## config.mk

```make
export PLATFORM = sky130hd
export DESIGN_NAME = openmips_min_sopc
export DESIGN_NICKNAME = d
export VERILOG_FILES = /design/src/rtl/openmips_min_sopc.sv
export SDC_FILE = /design/constraint.sdc
export NUM_CORES = 1
export LEC_CHECK = 0
export BUFFER_PORTS_ARGS = -buffer_cell sky130_fd_sc_hd__buf_2
export CAP_MARGIN = 20
export CORE_ASPECT_RATIO = 1.25
export CORE_MARGIN = 4
export CORE_UTILIZATION = 50
export DETAILED_ROUTE_END_ITERATION = 10
export HOLD_SLACK_MARGIN = 0.05
export PLACE_DENSITY = 0.69
export SYNTH_ARGS = -nofsm -noshare
export SYNTH_HDL_FRONTEND = slang
export SYNTH_SLANG_ARGS = --single-unit
```

## constraint.sdc

```tcl
create_clock -name clk_100mhz -period 10 [get_ports clk_100mhz]
set_input_delay 2 -clock clk_100mhz [delete_from_list [all_inputs] [get_ports clk_100mhz]]
set_output_delay 2 -clock clk_100mhz [all_outputs]
set_load 0.1 [all_outputs]
```

## src/rtl/openmips_min_sopc.sv

```systemverilog
// rtl/openmips_min_sopc.sv - single-cycle MIPS-subset core with fixed ROM, GPR file and seven-segment debug display
module openmips_min_sopc (
    input  logic       clk_100mhz,
    input  logic [7:0] sw,
    input  logic [4:0] btn,
    output logic [7:0] seg,
    output logic [3:0] an,
    output logic [7:0] led
);

    localparam logic [5:0] OP_SPECIAL = 6'h00;
    localparam logic [5:0] OP_J       = 6'h02;
    localparam logic [5:0] OP_BEQ     = 6'h04;
    localparam logic [5:0] OP_BNE     = 6'h05;
    localparam logic [5:0] OP_ADDIU   = 6'h09;
    localparam logic [5:0] OP_ANDI    = 6'h0C;
    localparam logic [5:0] OP_ORI     = 6'h0D;
    localparam logic [5:0] OP_XORI    = 6'h0E;
    localparam logic [5:0] OP_LUI     = 6'h0F;

    localparam logic [5:0] FN_SLL  = 6'h00;
    localparam logic [5:0] FN_SRL  = 6'h02;
    localparam logic [5:0] FN_ADDU = 6'h21;
    localparam logic [5:0] FN_SUBU = 6'h23;
    localparam logic [5:0] FN_AND  = 6'h24;
    localparam logic [5:0] FN_OR   = 6'h25;
    localparam logic [5:0] FN_XOR  = 6'h26;
    localparam logic [5:0] FN_NOR  = 6'h27;

    logic [31:0] r_pc;
    logic [31:0] r_gpr [32];
    logic [17:0] r_refresh;

    logic        w_rst;
    logic        w_pause;
    logic        w_unused;
    logic [31:0] w_instr;
    logic [5:0]  w_op;
    logic [4:0]  w_rs;
    logic [4:0]  w_rt;
    logic [4:0]  w_rd;
    logic [4:0]  w_shamt;
    logic [5:0]  w_funct;
    logic [15:0] w_imm;
    logic [25:0] w_index;
    logic [31:0] w_rs_val;
    logic [31:0] w_rt_val;
    logic [31:0] w_imm_sext;
    logic [31:0] w_imm_zext;
    logic [31:0] w_pc_plus4;
    logic [31:0] w_br_target;
    logic [31:0] w_next_pc;
    logic        w_we;
    logic [4:0]  w_waddr;
    logic [31:0] w_wdata;
    logic [31:0] w_sel_val;
    logic [1:0]  w_digit;
    logic [3:0]  w_nibble;

    assign w_rst    = sw[7];
    assign w_pause  = btn[0];
    assign w_unused = &{1'b0, sw[6:5], btn[4:1]};

    // Fixed program; any word beyond the listed ones decodes as sll $0,$0,0.
    always_comb begin
        w_instr = 32'h0000_0000;
        case (r_pc[5:2])
            4'd0:    w_instr = 32'h3401_1100;
            4'd1:    w_instr = 32'h3402_0020;
            4'd2:    w_instr = 32'h0022_1821;
            4'd3:    w_instr = 32'h3464_0044;
            4'd4:    w_instr = 32'h24A5_0001;
            4'd5:    w_instr = 32'h0800_0004;
            default: w_instr = 32'h0000_0000;
        endcase
    end

    assign w_op    = w_instr[31:26];
    assign w_rs    = w_instr[25:21];
    assign w_rt    = w_instr[20:16];
    assign w_rd    = w_instr[15:11];
    assign w_shamt = w_instr[10:6];
    assign w_funct = w_instr[5:0];
    assign w_imm   = w_instr[15:0];
    assign w_index = w_instr[25:0];

    assign w_rs_val    = (w_rs == 5'd0) ? 32'h0 : r_gpr[w_rs];
    assign w_rt_val    = (w_rt == 5'd0) ? 32'h0 : r_gpr[w_rt];
    assign w_imm_sext  = {{16{w_imm[15]}}, w_imm};
    assign w_imm_zext  = {16'h0000, w_imm};
    assign w_pc_plus4  = r_pc + 32'd4;
    assign w_br_target = w_pc_plus4 + {w_imm_sext[29:0], 2'b00};

    always_comb begin
        w_we      = 1'b0;
        w_waddr   = w_rt;
        w_wdata   = 32'h0;
        w_next_pc = w_pc_plus4;
        case (w_op)
            OP_SPECIAL: begin
                w_waddr = w_rd;
                w_we    = 1'b1;
                case (w_funct)
                    FN_SLL:  w_wdata = w_rt_val << w_shamt;
                    FN_SRL:  w_wdata = w_rt_val >> w_shamt;
                    FN_ADDU: w_wdata = w_rs_val + w_rt_val;
                    FN_SUBU: w_wdata = w_rs_val - w_rt_val;
                    FN_AND:  w_wdata = w_rs_val & w_rt_val;
                    FN_OR:   w_wdata = w_rs_val | w_rt_val;
                    FN_XOR:  w_wdata = w_rs_val ^ w_rt_val;
                    FN_NOR:  w_wdata = ~(w_rs_val | w_rt_val);
                    default: w_we    = 1'b0;
                endcase
            end
            OP_ADDIU: begin
                w_we    = 1'b1;
                w_wdata = w_rs_val + w_imm_sext;
            end
            OP_ANDI: begin
                w_we    = 1'b1;
                w_wdata = w_rs_val & w_imm_zext;
            end
            OP_ORI: begin
                w_we    = 1'b1;
                w_wdata = w_rs_val | w_imm_zext;
            end
            OP_XORI: begin
                w_we    = 1'b1;
                w_wdata = w_rs_val ^ w_imm_zext;
            end
            OP_LUI: begin
                w_we    = 1'b1;
                w_wdata = {w_imm, 16'h0000};
            end
            OP_BEQ: begin
                if (w_rs_val == w_rt_val) w_next_pc = w_br_target;
            end
            OP_BNE: begin
                if (w_rs_val != w_rt_val) w_next_pc = w_br_target;
            end
            OP_J: begin
                w_next_pc = {r_pc[31:28], w_index, 2'b00};
            end
            default: ;
        endcase
    end

    // Reset wins over pause; the display refresh counter ignores pause.
    always_ff @(posedge clk_100mhz) begin
        if (w_rst) begin
            r_pc      <= 32'h0;
            r_refresh <= 18'h0;
            for (int i = 0; i < 32; i++) begin
                r_gpr[i] <= 32'h0;
            end
        end else begin
            r_refresh <= r_refresh + 18'd1;
            if (!w_pause) begin
                r_pc <= w_next_pc;
                if (w_we && (w_waddr != 5'd0)) begin
                    r_gpr[w_waddr] <= w_wdata;
                end
            end
        end
    end

    assign w_sel_val = r_gpr[sw[4:0]];
    assign led       = w_sel_val[7:0];
    assign w_digit   = r_refresh[17:16];
    assign an        = ~(4'b0001 << w_digit);
    assign w_nibble  = w_sel_val[{w_digit, 2'b00} +: 4];

    always_comb begin
        seg = 8'hFF;
        case (w_nibble)
            4'h0: seg = 8'hC0;
            4'h1: seg = 8'hF9;
            4'h2: seg = 8'hA4;
            4'h3: seg = 8'hB0;
            4'h4: seg = 8'h99;
            4'h5: seg = 8'h92;
            4'h6: seg = 8'h82;
            4'h7: seg = 8'hF8;
            4'h8: seg = 8'h80;
            4'h9: seg = 8'h90;
            4'hA: seg = 8'h88;
            4'hB: seg = 8'h83;
            4'hC: seg = 8'hC6;
            4'hD: seg = 8'hA1;
            4'hE: seg = 8'h86;
            4'hF: seg = 8'h8E;
            default: seg = 8'hFF;
        endcase
    end

endmodule

```

; Word level (Yosys, flattened, before mapping)
; Memories as Yosys holds them, arrays and structs flattened.
; Cells that the tools add are included.
[classes]
shifts = 4
n_reduce_logical = 11
add_sub_neg = 6
n_mux = 20
eq_ne = 22
bitwise_logic = 10
[ops]
columns = op, n
row1 = case mux 32 bit (8 select lines), 1
row2 = case mux 32 bit (6 select lines), 1
row3 = case mux 30 bit (6 select lines), 1
row4 = 2-to-1 mux 32 bit, 5
row5 = adder 32 bit, 3
row6 = case mux 32 bit (3 select lines), 1
row7 = "equality test 6 bit, second input constant", 6
row8 = "adder 32 x 3 -> 32 bit, second input constant", 1
row9 = bitwise AND 32 x 16 -> 32 bit, 1
row10 = bitwise AND 32 bit, 1
row11 = equality test 32 bit, 1
row12 = != test 32 bit, 1
row13 = NOT 32 bit, 1
row14 = OR 32 x 16 -> 32 bit, 1
row15 = OR 32 bit, 1
row16 = OR reduction 32 bit, 1
row17 = variable part select 32 x 5 -> 4 bit, 1
row18 = left shift 32 x 5 -> 32 bit, 1
row19 = >> shifter 32 x 5 -> 32 bit, 1
row20 = subtractor 32 bit, 1
row21 = XOR 32 x 16 -> 32 bit, 1
row22 = XOR 32 bit, 1
row23 = "equality test 6 x 4 -> 1 bit, second input constant", 5
row24 = "adder 18 x 1 -> 18 bit, second input constant", 1
row25 = 19 further kinds, 34
[word_totals]
ramBits = 1024
elab_cells = 78
regBits = 50
in_bits = 14
n_memories = 2
mem_bits_ro = 112
[mem_list]
columns = name, depth, word_bits, read_ports, rd_clocked_by_memory_dff, wr, line_no
row1 = r_gpr, 32, 32, 3, 0, 32, 31  ; logic [31:0] r_gpr [32];
row2 = (name not given), 16, 7, 1, 0, 0, 175  ; case (w_nibble)

; Logic depth before layout (Yosys ltp)
; Gate-level depths: netlist (run 1).
[depth]
ltp_word = 13
depth_mapped = 26
mapped_depth_nobuf = 21

; Worst setup path before layout (run 1)
; No wires, ideal clock.
[synth_timing]
kind = input-to-output
startpoint = in sw[0]
endpoint = out seg[1]
setup_slack_ns = -0.010
path_stages = 12
n_path_buf = 3
required_time_ns = 8.000
arrival_time_ns = 8.010
cell_sequence = clkbuf_1 -> buf_1 -> buf_2 -> mux4_2 -> mux2i_1 -> nor2_1 -> a21oi_1 -> o21ai_0 -> inv_1 -> ha_1 -> inv_1 -> o21ai_0
[synth_between]
elab_chain_len = 3
[synth_lines]
columns = element, line_no
row1 = from (decl), 4  ; input logic [7:0] sw,
row2 = memory read (32 x 32 bit), --
row3 = via led[5], 8  ; output logic [7:0] led
row4 = variable part select 32 x 5 -> 4 bit, 171  ; assign w_nibble = w_sel_val[{w_digit, 2'b00} +: 4];
row5 = memory read (16 x 7 bit), --
row6 = to (decl), 6  ; output logic [7:0] seg,
; The timed path passes the listed nets, and every way through them passes these cells.

; Worst setup path after layout (run 1)
[layout_timing]
startpoint = in sw[0]
endpoint = out seg[6]
[layout_between]
elab_chain_len = 3
[layout_lines]
columns = element, line_no
row1 = memory read (32 x 32 bit), --
row2 = variable part select 32 x 5 -> 4 bit, 171
row3 = memory read (16 x 7 bit), --
; No other way between the ends.

==> results of run 1 <==
[sequential cells by signal, summed over array words and instances, names as in the netlist]
| register | flops |
|---|---|
| r_pc | 4 |
| r_refresh | 18 |
| r_gpr | 128 |
[logic make-up (layout without fill, tap and decap cells)]
| logic type | Yosys count | count (layout) | synth area share |
|---|---|---|---|
| multiplexers | 58 | 58 | 0.09706 |
| XOR/XNOR | 36 | 36 | 0.02997 |
| AND/OR/NAND/NOR | 418 | 418 | 0.1834 |
| other | 2 | 26 | 0.0007140 |
| AO/OA/AOI/OAI | 236 | 236 | 0.1570 |
| adder cells (fa/ha/maj) | 49 | 49 | 0.05828 |
| buffers and inverters | 171 | 138 | 0.06625 |
| flip-flops | 150 | 150 | 0.4073 |
[power by group through the flow]
stage	clock network (mW)	logic, mW	registers [mW]
global placement	0	0.454	0.739
detailed placement	0	0.461	0.740
finish	0.637	0.478	0.727
floorplan	0	0.346	0.732
global route	0.664	0.510	0.729
CTS	0.640	0.464	0.726
[cell type report]
cell class	count	area, um2
Sequential cell	150	4284
Timing Repair Buffer	52	412.9
Clock buffer	19	452.9
Multi-Input combinational cell	823	5628
Tap cell	274	342.8
Inverter	54	202.7
Clock inverter	13	128.9
Fill cell	1800	9291
[how the worst max path moves through the flow]
stage          start  cells after the start  endpoint  slack (ps)
2_1_floorplan  sw[0]                     13    seg[3]         500
3_3_place_gp   sw[0]                     11    seg[3]        2410
3_5_place_dp   sw[0]                     11    seg[6]        2340
4_1_cts        sw[0]                     11    seg[6]        2330
5_1_grt        sw[0]                     13    seg[3]        2110
6_report       sw[0]                     11    seg[6]        2360
[layer usage]
metal / GRT usage / up-vias / routed length, um
met5: 0 / - / 0
met3: 0.05027 / 151 / 3125
li1: - / 3968 / -
met1: 0.3479 / 4244 / 12120
met4: 0.2046 / 0 / 2480
met2: 0.4760 / 571 / 15750
[layout by cell type, fill, tap and decap left out, drive strengths merged, types with 11 or more instances in the layout]
cell / count
nand2: 92
xnor2: 17
a21o: 25
clkbuf: 19
ha: 49
nor3: 14
dfxtp: 22
nand3: 37
o22ai: 16
conb: 26
o21ai: 39
and3: 11
edfxtp: 128
a221oi: 11
mux4: 35
xor2: 19
a21oi: 49
mux2i: 21
nand2b: 16
nor2: 181
inv: 64
buf: 52
[per-stage QoR]
stage,util,std cells
after floorplan,-,1144
after global placement,0.5180,1348
after detailed placement,0.5207,1350
after CTS,0.5487,1382
after global routing,0.5521,1385
final,0.5521,1385
==> key figures, run 1 <==
Worst setup path
  – CP Capture Type: output pin
  – Setup CP Type: in2out
  – Top delay family on crit path: buffers and inverters
  – Cell Chain, Critical Path: buf_2, buf_4, mux4_2, mux2i_1, nor2_1, a21oi_1, nor2_1, a31oi_1, nand2b_1, o22ai_1, buf_2
  – Worst r2r dst: r_gpr[6][14]
  – Crit Path Max Fanout: 25
  – CP Launch Type: primary input
  – Worst Path Required: 8000 ps
  – Reg-to-reg slack, setup: 3980 ps
  – Crit path buf inv count: 3
  – Crit-path max cell delay: 690 ps
  – CP arrival: 5640 ps
  – Worst R2R Path Depth: 16
  – Crit-path slowest cell: buf_2
  – Reg2reg start: r_pc[5]

Place
  – Post-DP HPWL: 22.67 mm
  – Gpl congestion: 1.033
  – Post-place setup slack: 2336 ps
  – Port buffer count: 26
  – Post-DP Area: 10800 um2

Clock tree
  – TritonCTS clock tree: built
  – Setup Fix Bufs, Post-CTS: 0
  – Num CTS Buffers: 17
  – H-tree levels: 4
  – CTS sink count: 150
  – CTS root buffer: clkbuf_16
  – Post-CTS Hold Buffers: 0
  – Worst-skew pair later-pin latency: 440 ps
  – CTS clk-pin slew, worst paths: 70 ps
  – Maximum clock path buffer count: 2
  – CTS resizes: 0

Floorplanning
  – Rows: 59
  – Chip height: 170.2 um
  – I/O pins: 34
  – Die ar.: 23440 um2
  – Core Footprint: 20740 um2
  – Starting Density: 0.5071
  – Die span in x: 137.7 um

Hold path
  – Worst Hold Depth: 1
  – Worst hold endpoint: r_refresh[0]
  – Worst Hold Class: reg2reg
  – Hold path start: r_refresh[0]

Power and ir drop
  – Pwr Density: 160.8 nW/um2
  – Pwr Total: 1.841 mW
  – Combinational Power Share: 0.259
  – Sw Ratio: 0.3429
  – Int Power: 1.210 mW
  – Sequential Power Share: 0.395
  – Max VDD drop: 105.2 uV
  – P_leak: 4.435 nW
  – Clk network pwr share: 0.346
  – Psw: 631.4 uW

Cells and area
  – Ant diodes: 0
  – Fin area: 11450 um2
  – Nets: 1161
  – Share of cells above drive strength 1: 0.1296
  – Layout area overhead: 8.873%

Logic synthesis
  – Ys async rst share: 0
  – Number of flops mapped to enable cells by yosys: 128
  – Top post-synthesis cells by area: edfxtp_1, mux4_2, nor2_1
  – Yosys synthesis warning count: 0
  – Seq/Total Area, Yosys: 0.4073
  – Count of different cell masters after synthesis: 78
  – Avg Cell Area, Syn: 9.392 um2
  – Commonest cells post-synth: nor2_1, edfxtp_1, nand2_1
  – Post-Synthesis Cells: 1120
  – Count leader, synth: nor2_1
  – Flop and latch count out of synthesis: 150
  – Synth top area share: 0.3654
  – Synth area leader: edfxtp_1
  – Mapped Area: 10520 um2
  – Synth Flop Type: edfxtp_1

STA
  – Slew Viols, Final: 0
  – Setup Skew: 11.81 ps
  – Number of setup violations in the final report: 0
  – Hold_ws: 441.6 ps
  – Final hold violation count: 0
  – Crit path time final: 7642 ps
  – Tcrit/Tclk final: 0.7642
  – Max Freq: 130.9 MHz
  – Setup ws final: 2358 ps
  – Max_slew headroom: 0.2115
  – RSZ-0062 raised after global routing: false
  – Setup Total Neg Slack: 0 ps
  – Worst slew pin tran: 1178 ps

Route
  – Vias: 8934
  – First-pass DRT Iterations: 5
  – Post-Route WL: 33.47 mm
  – Antenna-violating nets left: 0
  – Wire length per cell: 24.17 um
  – Initial DRC count: 1131
  – Vias per cell: 6.451
  – Remaining routing DRC violations: 0

Run
  – Max_cap viols: 0

Global routing
  – Pin count of the biggest net entering global routing: 47
  – Vias in the first global route: 8594
  – Overflow after GRT: 0
  – Initial antenna violation count: 0
  – Total track usage: 0.2919
  – First-pass GRT wire length: 50.35 mm

Outcome
  – Outcome: finished, final reports clean
(Power assumes the default switching activity.)
==> inputs of run 2 (changes only) <==
- ABC_AREA: not set -> 1
- PLACE_DENSITY: 0.69 -> 0.72
- clock period: 10 -> 6.4 ns (I/O delays scaled with it)
==> key figures, run 2 <==
Power and ir drop
  – P_leak: 5.183 nW
  – Pwr Total: 3.085 mW
  – Sequential Power Share: 0.367
  – Pwr Density: 246.8 nW/um2
  – Combinational Power Share: 0.316
  – Sw Ratio: 0.3729
  – Psw: 1.150 mW
  – Int Power: 1.935 mW
  – Max VDD drop: 270.8 uV
  – Clk network pwr share: 0.316

Clock tree
  – CTS sink count: 150
  – Worst-skew pair later-pin latency: 430 ps
  – Num CTS Buffers: 17
  – Maximum clock path buffer count: 2
  – CTS clk-pin slew, worst paths: 60 ps
  – CTS resizes: 0
  – Setup Fix Bufs, Post-CTS: 0
  – CTS root buffer: clkbuf_16
  – TritonCTS clock tree: built
  – Post-CTS Hold Buffers: 0
  – H-tree levels: 4

STA
  – Final hold violation count: 0
  – RSZ-0062 raised after global routing: false
  – Setup ws final: 867.0 ps
  – Setup Total Neg Slack: 0 ps
  – Max_slew headroom: 0.2630
  – Hold_ws: 454.6 ps
  – Tcrit/Tclk final: 0.8645
  – Max Freq: 180.7 MHz
  – Worst slew pin tran: 1106 ps
  – Number of setup violations in the final report: 0
  – Crit path time final: 5533 ps
  – Setup Skew: 9.037 ps
  – Slew Viols, Final: 0

Cells and area
  – Largest regs: r_gpr: 128 flops, r_refresh: 18 flops, r_pc: 4 flops
  – Max reg flops: 128
  – Most frequent cells in the layout: nand2_1, nor2_1, inv_1
  – Ant diodes: 0
  – Nets: 1652
  – Commonest non-fill, non-tap cell in the layout: nand2_1
  – Layout area overhead: 6.889%
  – Top reg by flops: r_gpr
  – Share of cells above drive strength 1: 0.1007

Global routing
  – Met3 Usage GRT: 0.05416
  – Vias in the first global route: 10651
  – Pin count of the biggest net entering global routing: 74
  – Overflow after GRT: 0
  – Initial antenna violation count: 0
  – Global route hottest layer: met2
  – Total track usage: 0.3034
  – First-pass GRT wire length: 59.28 mm
  – Routing usage on met1: 0.3669
  – Met2 usage: 0.4987

Logic synthesis
  – Yosys synthesis warning count: 0
  – Flop and latch count out of synthesis: 150
  – Ys async rst share: 0
  – Synth area leader: edfxtp_1
  – Seq/Total Area, Yosys: 0.3663
  – Simple-gate share of the synthesized area: 0.2959
  – Number of flops mapped to enable cells by yosys: 128
  – Synth Flop Type: edfxtp_1
  – Post-Synthesis Cells: 1619
  – Multiplexer share of the synthesized area: 0
  – Top post-synthesis cells by area: edfxtp_1, nand2_1, nand3_1
  – Largest family of logic cells by synthesized area: simple AND/OR/NAND/NOR gates
  – Synth Area in XOR/XNOR: 0.003744
  – Mapped Area: 11700 um2
  – Adder-cell share of the synthesized area: 0.05563
  – Synth Area in Compound Gates: 0.1620
  – Count of different cell masters after synthesis: 62
  – Count leader, synth: nand2_1
  – Commonest cells post-synth: nand2_1, nor2_1, inv_1
  – Avg Cell Area, Syn: 7.224 um2
  – Synth top area share: 0.3286

Route
  – Post-Route WL: 39.03 mm
  – Antenna-violating nets left: 0
  – Initial DRC count: 1566
  – Vias: 11358
  – First-pass DRT Iterations: 6
  – Wire length per cell: 20.69 um
  – Vias per cell: 6.019
  – Remaining routing DRC violations: 0

Worst setup path
  – Reg-to-reg slack, setup: 1170 ps
  – Worst Path Required: 5120 ps
  – CP Launch Type: primary input
  – Worst R2R Path Depth: 21
  – CP arrival: 4250 ps
  – Reg2reg start: r_pc[2]
  – Worst r2r dst: r_gpr[4][14]
  – Setup CP Type: in2out
  – Crit Path Max Fanout: 23
  – CP Capture Type: output pin

Run
  – Max_cap viols: 0

Floorplanning
  – Core Footprint: 23040 um2
  – Rows: 62
  – Chip height: 179 um
  – Die span in x: 144.8 um
  – Starting Density: 0.5077
  – I/O pins: 34
  – Die ar.: 25920 um2

Place
  – Port buffer count: 26
  – Gpl congestion: 1.020
  – Post-DP HPWL: 27.00 mm
  – Post-place setup slack: 961.3 ps

Hold path
  – Worst Hold Depth: 1
  – Worst Hold Class: reg2reg
  – Hold path start: r_refresh[0]
  – Worst hold endpoint: r_refresh[0]

Outcome
  – Outcome: finished, final reports clean
[run 2: changes by cell type after synthesis, moves of 24 or more]
cell	previous run	this run
inv_1	50	162
o21ai_0	37	116
a21o_1	25	1
nand2_1	92	349
o211ai_1	3	30
nand3_1	36	148
mux4_2	35	0
a21oi_1	48	113
[run 2: critical path, stage by stage]
cell and delay (ps):
buf_2 120, inv_2 390, a21oi_1 130, o21ai_0 110, o21ai_0 140, o21ai_0 240, a31oi_2 100, a22o_1 240
a31oi_1 340, inv_1 190, ha_1 250, nand2_1 110, o21ai_0 100, nand2_1 80, o31ai_2 90, buf_2 310
[run 2: layout make-up]
type	instances	area, um2
Fill cell	2111	10540
Multi-Input combinational cell	1187	6201
Inverter	177	671.9
Sequential cell	150	4284
Tap cell	288	360.3
Clock buffer	23	518.0
Timing Repair Buffer	53	405.4
Clock inverter	9	61.31
[run 2: worst max-delay path by stage]
stage           from     end  slack [ps]  depth (start not counted)
6_report       sw[0]  seg[5]         870                         16
5_1_grt        sw[0]  seg[6]         720                         16
4_1_cts        sw[0]  seg[5]         940                         16
3_5_place_dp   sw[0]  seg[5]         960                         16
3_3_place_gp   sw[0]  seg[5]        1040                         16
2_1_floorplan  sw[0]  seg[5]         0.2                         10
[run 2: cells by family after synthesis]
kind of cell	count (synthesis)
adder cells (fa/ha/maj)	52
AND/OR/NAND/NOR	779
buffers and inverters	306
XOR/XNOR	5
other	2
AO/OA/AOI/OAI	325
flip-flops	150
[run 2: per-layer routing]
metal | vias up | wire (um)
met5 | - | 0
met2 | 689 | 18440
met3 | 184 | 4057
met1 | 5186 | 14000
li1 | 5299 | -
met4 | 0 | 2537
[run 2: power by group through the flow]
stage	registers (mW)	clock network, mW	logic (mW)
finish	1.13	0.975	0.976
global route	1.14	1.01	1.06
detailed placement	1.15	0	0.946
global placement	1.15	0	0.932
floorplan	1.14	0	0.702
CTS	1.13	0.976	0.950
[run 2: metrics by stage]
step | utilization | instance area [um2] | std cells
3_5_place_dp | 0.5175 | 11920 | 1855
4_1_cts | 0.5426 | 12500 | 1887
6_report | 0.5426 | 12500 | 1887
5_1_grt | 0.5426 | 12500 | 1887
3_3_place_gp | 0.5175 | 11920 | 1855
2_1_floorplan | - | 11840 | 1643
==> inputs of run 3 (changes only) <==
- GPL_TIMING_DRIVEN: not set -> 0
==> key figures, run 3 (synthesized netlist as in run 2, its figures left out) <==
Cells and area
  – Most frequent cells in the layout: nand2_1, nor2_1, inv_1
  – Ant diodes: 0
  – Largest regs: r_gpr: 128 flops, r_refresh: 18 flops, r_pc: 4 flops
  – Final Non-Filler Cells: 1989
  – Filler instances: 2268
  – Max reg flops: 128
  – Finished Core Util: 0.5590
  – Top reg by flops: r_gpr
  – Layout area overhead: 10.12%
  – Commonest non-fill, non-tap cell in the layout: nand2_1
  – Share of cells above drive strength 1: 0.1082
  – Nets: 1754

Clock tree
  – Maximum clock path buffer count: 2
  – CTS clk-pin slew, worst paths: 60 ps
  – Num CTS Buffers: 17
  – Post-CTS Hold Buffers: 0
  – Worst-skew pair later-pin latency: 440 ps
  – Setup Fix Bufs, Post-CTS: 0
  – H-tree levels: 4
  – CTS resizes: 0
  – TritonCTS clock tree: built
  – CTS sink count: 150
  – CTS root buffer: clkbuf_16

STA
  – Max_slew headroom: 0.1137
  – Setup Skew: 11.55 ps
  – Tcrit/Tclk final: 0.9638
  – Crit path time final: 6168 ps
  – Max Freq: 162.1 MHz
  – RSZ-0062 raised after global routing: false
  – Setup Total Neg Slack: 0 ps
  – Slew Viols, Final: 0
  – Final hold violation count: 0
  – Number of setup violations in the final report: 0
  – Worst slew pin tran: 1329 ps

Route
  – Initial DRC count: 1579
  – Wire length per cell: 23.86 um
  – Vias: 11849
  – Vias per cell: 5.957
  – First-pass DRT Iterations: 6
  – Remaining routing DRC violations: 0
  – Post-Route WL: 47.46 mm
  – Antenna-violating nets left: 0

Global routing
  – Met2 usage: 0.5912
  – Routing usage on met1: 0.4391
  – Met3 Usage GRT: 0.07604
  – Initial antenna violation count: 0
  – Overflow after GRT: 0
  – Total track usage: 0.3707
  – Vias in the first global route: 11168
  – Pin count of the biggest net entering global routing: 17
  – Global route hottest layer: met2
  – First-pass GRT wire length: 69.35 mm

Place
  – Post-DP HPWL: 38.17 mm
  – Port buffer count: 24
  – Placed Cells: 1956
  – Gpl congestion: 1.048

Floorplanning
  – Chip height: 179 um
  – Core Footprint: 23040 um2
  – Rows: 62
  – Die ar.: 25920 um2
  – Die span in x: 144.8 um
  – I/O pins: 34
  – Starting Density: 0.5077

Power and ir drop
  – Max VDD drop: 229.8 uV
  – Pwr Density: 244.2 nW/um2
  – Pwr Total: 3.146 mW
  – P_leak: 5.358 nW

Worst setup path
  – Worst R2R Path Depth: 19
  – CP Capture Type: output pin
  – Setup CP Type: in2out
  – Worst Path Required: 5120 ps
  – Crit Path Max Fanout: 10
  – CP Launch Type: primary input
  – CP arrival: 4890 ps

Hold path
  – Worst Hold Depth: 1
  – Worst Hold Class: reg2reg

Outcome
  – Outcome: finished, final reports clean

Run
  – Max_cap viols: 0
run 3: cell types whose count changed in the layout (fill, tap and decap cells not counted), sizes merged:
cell,change
buf,+39
clkbuf,+60
clkinvlp,+2
inv,+1
run 3: path summary, 6_finish.rpt:
check | startpoint | to | slack, ps
worst min-delay path | r_refresh[0] | r_refresh[0] | 460
worst max register to register | r_pc[2] | r_gpr[1][8] | 1020
worst min register to register | r_refresh[0] | r_refresh[0] | 460
worst max-delay path | sw[0] | seg[3] | 230
run 3: per-layer routing:
| layer | share of wire | up-vias |
|---|---|---|
| met1 | 0.36 | 5446 |
| li1 | - | 5525 |
| met2 | 0.46 | 693 |
| met3 | 0.093 | 185 |
| met5 | 0 | - |
| met4 | 0.087 | 0 |
run 3: where the power goes:
| part | leakage [nW] | switching (mW) | internal [mW] |
|---|---|---|---|
| Combinational | 3.61 | 0.786 | 0.287 |
| Sequential | 1.49 | 0.0386 | 1.11 |
| Clock | 0.260 | 0.415 | 0.511 |
run 3: per-stage QoR:
stage	hold WS, ps	cell area (um2)	setup slack [ps]
after floorplan	417.6	11840	0.2069
after global placement	429.2	12320	322.1
after detailed placement	442.5	12320	340.8
after CTS	458.4	12860	324.7
after global routing	475.5	12880	62.94
final	455.1	12880	231.8
run 3: final cells by class:
type / instances / area, um2 / area share
Timing Repair Buffer: 26 / 142.6 / 0.01107
Clock buffer: 20 / 446.7 / 0.03468
Sequential cell: 150 / 4284 / 0.3326
Tap cell: 288 / 360.3 / 0.02798
Buffer: 129 / 683.2 / 0.05304
Inverter: 177 / 671.9 / 0.05217
Multi-Input combinational cell: 1187 / 6197 / 0.4812
Clock inverter: 12 / 93.84 / 0.007286
run 3: critical path, cell delays in order:
cell	delay, ps
buf_2	100
clkbuf_1	470
clkbuf_1	540
buf_1	540
o211ai_1	170
a31oi_2	380
nand2_1	90
nand3_1	160
inv_1	140
ha_1	310
o21ai_0	160
a21o_1	130
buf_2	410
